`src/rtl/vezerles_pkg.sv`:
```
// Shared types and helpers for the programmable control-logic block.
// The flattened-table accessor supports the largest legal table (256 x 16 bits).
package vezerles_pkg;

  typedef enum logic [1:0] {
    SETTLE  = 2'd0,
    STABLE  = 2'd1,
    REFRESH = 2'd2
  } state_t;

  localparam logic [15:0] DEF_TABLE_INIT = 16'hFA95;
  localparam int          MAX_FLAT       = 4096;
  localparam int          MAX_OUT        = 16;

  // Returns entry idx of a flattened table; bits above n_out read as zero.
  function automatic logic [MAX_OUT-1:0] table_entry(
    input logic [MAX_FLAT-1:0] flat,
    input int                  idx,
    input int                  n_out
  );
    logic [MAX_OUT-1:0] e;
    e = '0;
    for (int b = 0; b < MAX_OUT; b++) begin
      if (b < n_out) e[b] = flat[idx*n_out + b];
    end
    return e;
  endfunction

endpackage

```
`src/rtl/vezerles_prog_bemenet_szuro.sv`:
```
// Two-flop input synchroniser plus debounce counter. Produces the candidate
// input vector, a change indication and a commit strobe once cand has held.
module bemenet_szuro
  import vezerles_pkg::*;
#(
  parameter int N_IN       = 3,
  parameter int STABLE_CYC = 4
) (
  input  logic            clk,
  input  logic            rst_n,
  input  logic [N_IN-1:0] in_a,
  input  logic            track,
  input  logic            count_en,
  output logic [N_IN-1:0] cand,
  output logic            change,
  output logic            commit
);

  localparam int CW = $clog2(STABLE_CYC + 1);

  logic [N_IN-1:0] sync1_reg;
  logic [N_IN-1:0] syn_reg;
  logic [N_IN-1:0] cand_reg;
  logic [CW-1:0]   cnt_reg;

  always_ff @(posedge clk or negedge rst_n) begin
    if (!rst_n) begin
      sync1_reg <= '0;
      syn_reg   <= '0;
    end else begin
      sync1_reg <= in_a;
      syn_reg   <= sync1_reg;
    end
  end

  assign change = track && (syn_reg != cand_reg);
  assign commit = count_en && (syn_reg == cand_reg) &&
                  (cnt_reg == CW'(STABLE_CYC - 1));

  // cnt only advances while settling; any change restarts the hold window.
  always_ff @(posedge clk or negedge rst_n) begin
    if (!rst_n) begin
      cand_reg <= '0;
      cnt_reg  <= '0;
    end else if (change) begin
      cand_reg <= syn_reg;
      cnt_reg  <= '0;
    end else if (count_en && !commit) begin
      cnt_reg  <= cnt_reg + 1'b1;
    end
  end

  assign cand = cand_reg;

endmodule

```
`src/rtl/vezerles_prog.sv`:
```
// Programmable control logic: debounced inputs index a writable truth table
// whose selected entry drives registered outputs with a change pulse.
module vezerles_prog
  import vezerles_pkg::*;
#(
  parameter int N_IN       = 3,
  parameter int N_OUT      = 2,
  parameter int STABLE_CYC = 4,
  parameter logic [(2**N_IN)*N_OUT-1:0] TABLE_INIT = DEF_TABLE_INIT
) (
  input  logic             clk,
  input  logic             rst_n,
  input  logic [N_IN-1:0]  in_a,
  input  logic             cfg_we,
  input  logic [N_IN-1:0]  cfg_addr,
  input  logic [N_OUT-1:0] cfg_data,
  output logic [N_OUT-1:0] q,
  output logic             q_upd,
  output logic             stable
);

  localparam int                  DEPTH    = 2**N_IN;
  localparam logic [MAX_FLAT-1:0] INIT_EXT = MAX_FLAT'(TABLE_INIT);

  state_t           state_reg, state_next;
  logic [N_IN-1:0]  cand;
  logic             change;
  logic             commit;
  logic             load;
  logic [N_OUT-1:0] sel;
  logic [N_OUT-1:0] q_reg;
  logic             q_upd_reg;
  logic [N_OUT-1:0] tbl_reg  [DEPTH];
  logic [N_OUT-1:0] init_ent [DEPTH];

  bemenet_szuro #(
    .N_IN       (N_IN),
    .STABLE_CYC (STABLE_CYC)
  ) u_szuro (
    .clk      (clk),
    .rst_n    (rst_n),
    .in_a     (in_a),
    .track    (state_reg != REFRESH),
    .count_en (state_reg == SETTLE),
    .cand     (cand),
    .change   (change),
    .commit   (commit)
  );

  generate
    for (genvar gi = 0; gi < DEPTH; gi++) begin : g_init
      assign init_ent[gi] = N_OUT'(table_entry(INIT_EXT, gi, N_OUT));
    end
  endgenerate

  always_ff @(posedge clk or negedge rst_n) begin
    if (!rst_n) begin
      for (int i = 0; i < DEPTH; i++) tbl_reg[i] <= init_ent[i];
    end else if (cfg_we) begin
      tbl_reg[cfg_addr] <= cfg_data;
    end
  end

  // Write-first: a write landing on the same edge as a load wins.
  assign sel = (cfg_we && (cfg_addr == cand)) ? cfg_data : tbl_reg[cand];

  always_comb begin
    state_next = state_reg;
    load       = 1'b0;
    case (state_reg)
      SETTLE: begin
        if (commit) begin
          load       = 1'b1;
          state_next = STABLE;
        end
      end
      STABLE: begin
        if (change)                              state_next = SETTLE;
        else if (cfg_we && (cfg_addr == cand))   state_next = REFRESH;
      end
      REFRESH: begin
        load       = 1'b1;
        state_next = STABLE;
      end
      default: state_next = SETTLE;
    endcase
  end

  always_ff @(posedge clk or negedge rst_n) begin
    if (!rst_n) begin
      state_reg <= SETTLE;
      q_reg     <= '0;
      q_upd_reg <= 1'b0;
    end else begin
      state_reg <= state_next;
      q_upd_reg <= load && (sel != q_reg);
      if (load) q_reg <= sel;
    end
  end

  assign q      = q_reg;
  assign q_upd  = q_upd_reg;
  assign stable = (state_reg == STABLE);

endmodule

```
`config.mk`:
```
export PLATFORM = sky130hd
export DESIGN_NAME = vezerles_prog
export DESIGN_NICKNAME = d
export VERILOG_FILES = /design/src/rtl/vezerles_pkg.sv /design/src/rtl/vezerles_prog_bemenet_szuro.sv /design/src/rtl/vezerles_prog.sv
export SDC_FILE = /design/constraint.sdc
export NUM_CORES = 1
export LEC_CHECK = 0
export BUFFER_PORTS_ARGS = -buffer_cell sky130_fd_sc_hd__buf_4
export CAP_MARGIN = 15
export CORE_ASPECT_RATIO = 1.2
export CORE_MARGIN = 4
export CORE_UTILIZATION = 55
export DETAILED_ROUTE_END_ITERATION = 8
export GPL_TIMING_DRIVEN = 0
export PLACE_DENSITY = 0.82
export SYNTH_ARGS = -nofsm -noshare
export SYNTH_HDL_FRONTEND = slang
export SYNTH_SLANG_ARGS = --single-unit
export TNS_END_PERCENT = 50
```
`constraint.sdc`:
```
create_clock -name clk -period 4.1 [get_ports clk]
set_input_delay 0.615 -clock clk [delete_from_list [all_inputs] [get_ports clk]]
set_output_delay 0.615 -clock clk [all_outputs]
set_load 0.01 [all_outputs]
```
==> summary.txt <==
Run status
  • Status: complete, no violations

Clock network
  • Maximum clock insertion buffer count: 2
  • Worst-path clk slew: 0.11 ns
  • Post-CTS Resized: 0
  • Clock sinks: 33
  • H-tree lvl count: 2
  • # Post-CTS Setup Buffers: 0
  • CTS Hold Bufs: 0
  • Clk Latency, worst-skew pair: 0.33 ns
  • CTS Buf Count: 5
  • CTS Root Cell: clkbuf_4
  • CTS tree: done

Route
  • Initial DRC count: 41
  • Vias: 925
  • TritonRoute pass-1 iters: 4
  • Drt drc: 0
  • Vias/cell: 5.51
  • Final Routed Wirelength: 2730 um
  • Post-route ant nets: 0
  • Per-cell routed wire length: 16.2 um

GRT
  • All-layer global routing usage: 17.2%
  • Vias in the first global route: 1002
  • Largest net degree at the start of global routing: 34
  • First-pass GRT wire length: 4800 um
  • Initial antenna violation count: 0
  • Total grt overflow: 0

Layout
  • Layout Area Growth over Synthesis: 11.7%
  • Fin util: 63.9%
  • Largest register FFs: 16
  • Antenna diodes: 0
  • Nets: 146
  • Fill cell count: 222
  • Layout Cell Area excl Fill: 0.00176 sq mm
  • Share of layout cells above drive strength 1: 39.6%

Placed design
  • Post-DP HPWL: 2020 um
  • Pre-CTS setup slack: roughly 2.2 ns
  • Total placed instance area: between 0.0015 and 0.002 sq mm
  • GP Congestion: around 0.75
  • PortBufs: 12

Synthesis
  • Post-Synthesis Cells: 114
  • Main combinational cell family by area after synthesis: multiplexers
  • Cells taking the most area after synthesis: dfrtp_1 (36%), dfstp_2 (17%), mux2_2 (14%)
  • Post-Syn Area: 0.00158 sq mm
  • Post-synthesis simple-gate area fraction: a little under a tenth
  • Adder-cell share of the synthesized area: 1.59%
  • Post-synthesis mux area share: between 20% and 30%
  • Cell with the most instances after synthesis: dfrtp_1
  • Syn avg cell area: 13.8 sq um
  • Xor/xnor share of the synthesized area: 4.44%
  • Async SR Flop Fraction: 100%
  • Primary FF master, synth: dfrtp_1
  • Register bit total from synthesis: 33
  • Compound-Gate Fraction of Synth Area: under 10%
  • Post-synth top area share: 36.5%
  • Dominant cell type by area after synthesis: dfrtp_1
  • Register area share after synthesis: ~53%
  • Yosys warnings: 0
  • Commonest cells post-synth: dfrtp_1 (23), mux2_2 (20), dfstp_2 (10)
  • Number of synthesized flops with an enable pin: 0
  • Synth unique cells: 29
  • Syn Nets: 127

Setup path
  • Startpoint Class: flip-flop
  • FF-to-FF path depth: 6
  • WP data required: 4.32 ns
  • CP Capture Type: flip-flop
  • Flop2flop setup slack: about 2.2 ns
  • Worst Path Class, Setup: flip-flop to flip-flop
  • Worst Path Max Fanout: 7
  • Worst Path Arrival: 2.12 ns

Die
  • # rows: 21
  • DIE WIDTH: roughly 57 um
  • Core box area: 0.00276 sq mm
  • Chip height: 66.7 um
  • Starting Density: 57.2%
  • I/O pin total: 15
  • DIE AREA: 0.00379 sq mm

STA
  • Fmax: approximately 0.53 GHz
  • Setup TNS: 0 ns
  • Worst relative slew slack: roughly three quarters
  • Slew of the pin with the lowest slew margin: 0.398 ns
  • Min cycle time layout: 1.90 ns
  • Final setup fails: 0
  • Max-slew violations: 0
  • PnR worst setup slack: approximately 2.2 ns
  • Fin. Hold Viols: 0
  • Clock Skew: approximately 0.0094 ns
  • RSZ-0062 raised after global routing: false
  • Final period util: 46.4%
  • WHS: 0.195 ns

Pwr
  • Peak supply drop: 315 uV
  • Power Dens Cells: a little under 400 mW/mm^2
  • Leakage: around 0.74 nW

Worst hold path
  • Worst hold path class: input port to async pin

Flow run
  • Max-Cap Viols: 0
[per-layer routing]
metal  wire [um]  track usage, %
met1        1110            19.5
met2        1470            30.7
met3         114            5.62
met4          32            5.22
met5           0               0
[critical path: stages (launching register included)]
cell and delay [ns]:
dfrtp_1 0.36, buf_6 0.14, mux4_1 0.56, mux2_2 0.28, mux2i_1 0.23, xnor2_1 0.15, a21boi_1 0.07
[logic make-up after synthesis]
logic type,after synthesis
flops,33
fa+ha+maj,2
simple gates,24
mux,30
buf+inv,9
xor+xnor,8
compound gates,8
[cell type report]
cell class	count	area, sq um	area share (%)
Clock inverter	2	10.0	0.568
Clock buffer	6	41.3	2.34
Multi-Input combinational cell	72	691	39.2
Sequential cell	33	838	47.6
Inverter	4	15.0	0.852
Timing Repair Buffer	12	90.1	5.11
Tap cell	34	42.5	2.41
Buffer	5	33.8	1.92
[cells in the final DEF (no fill, tap or decap)]
cell type / n
a21boi_1: 1
a21o_1: 1
a21oi_1: 1
a22oi_1: 1
a41oi_1: 1
buf_4: 12
buf_6: 2
clkbuf_1: 4
clkbuf_4: 5
clkinv_2: 2
dfrtp_1: 23
dfstp_2: 10
ha_1: 2
inv_1: 4
mux2_1: 1
mux2_2: 20
mux2i_1: 4
mux2i_2: 1
mux4_1: 4
nand2_1: 4
nand2b_1: 1
nand3_1: 1
nand4_1: 1
nand4_4: 1
nand4b_1: 3
nor2_1: 4
nor2b_1: 1
nor3_1: 4
nor3b_1: 2
nor4_1: 2
o21ai_0: 3
xnor2_1: 8
[per-stage QoR]
step | power, W | cells
5_1_grt | 0.000736 | 168
3_3_place_gp | 0.000519 | 160
2_1_floorplan | 0.000489 | 114
4_1_cts | 0.000705 | 168
3_5_place_dp | 0.000529 | 160
6_report | 0.000694 | 168
[final timing paths]
path,from,endpoint
min reg2reg,u_szuro.sync1_reg[1]$_DFF_PN0_,u_szuro.syn_reg[1]$_DFF_PN0_
max in group asynchronous,rst_n,tbl_reg[0]$_DFFE_PN1P_
max reg2reg,u_szuro.cand[0]$_DFFE_PN0P_,q_upd$_DFF_PN0_
max,u_szuro.cand[0]$_DFFE_PN0P_,q_upd$_DFF_PN0_
min in group clk,u_szuro.sync1_reg[1]$_DFF_PN0_,u_szuro.syn_reg[1]$_DFF_PN0_
min,rst_n,u_szuro.cnt_reg[0]$_DFFE_PN0P_
[power by group]
group	switching, W	internal [W]	total (W)
registers	0.0000223	0.000382	0.000404
logic	0.0000474	0.0000699	0.000117
clock network	0.000107	0.0000653	0.000173
No activity file was read; power rests on OpenSTA's default activity.
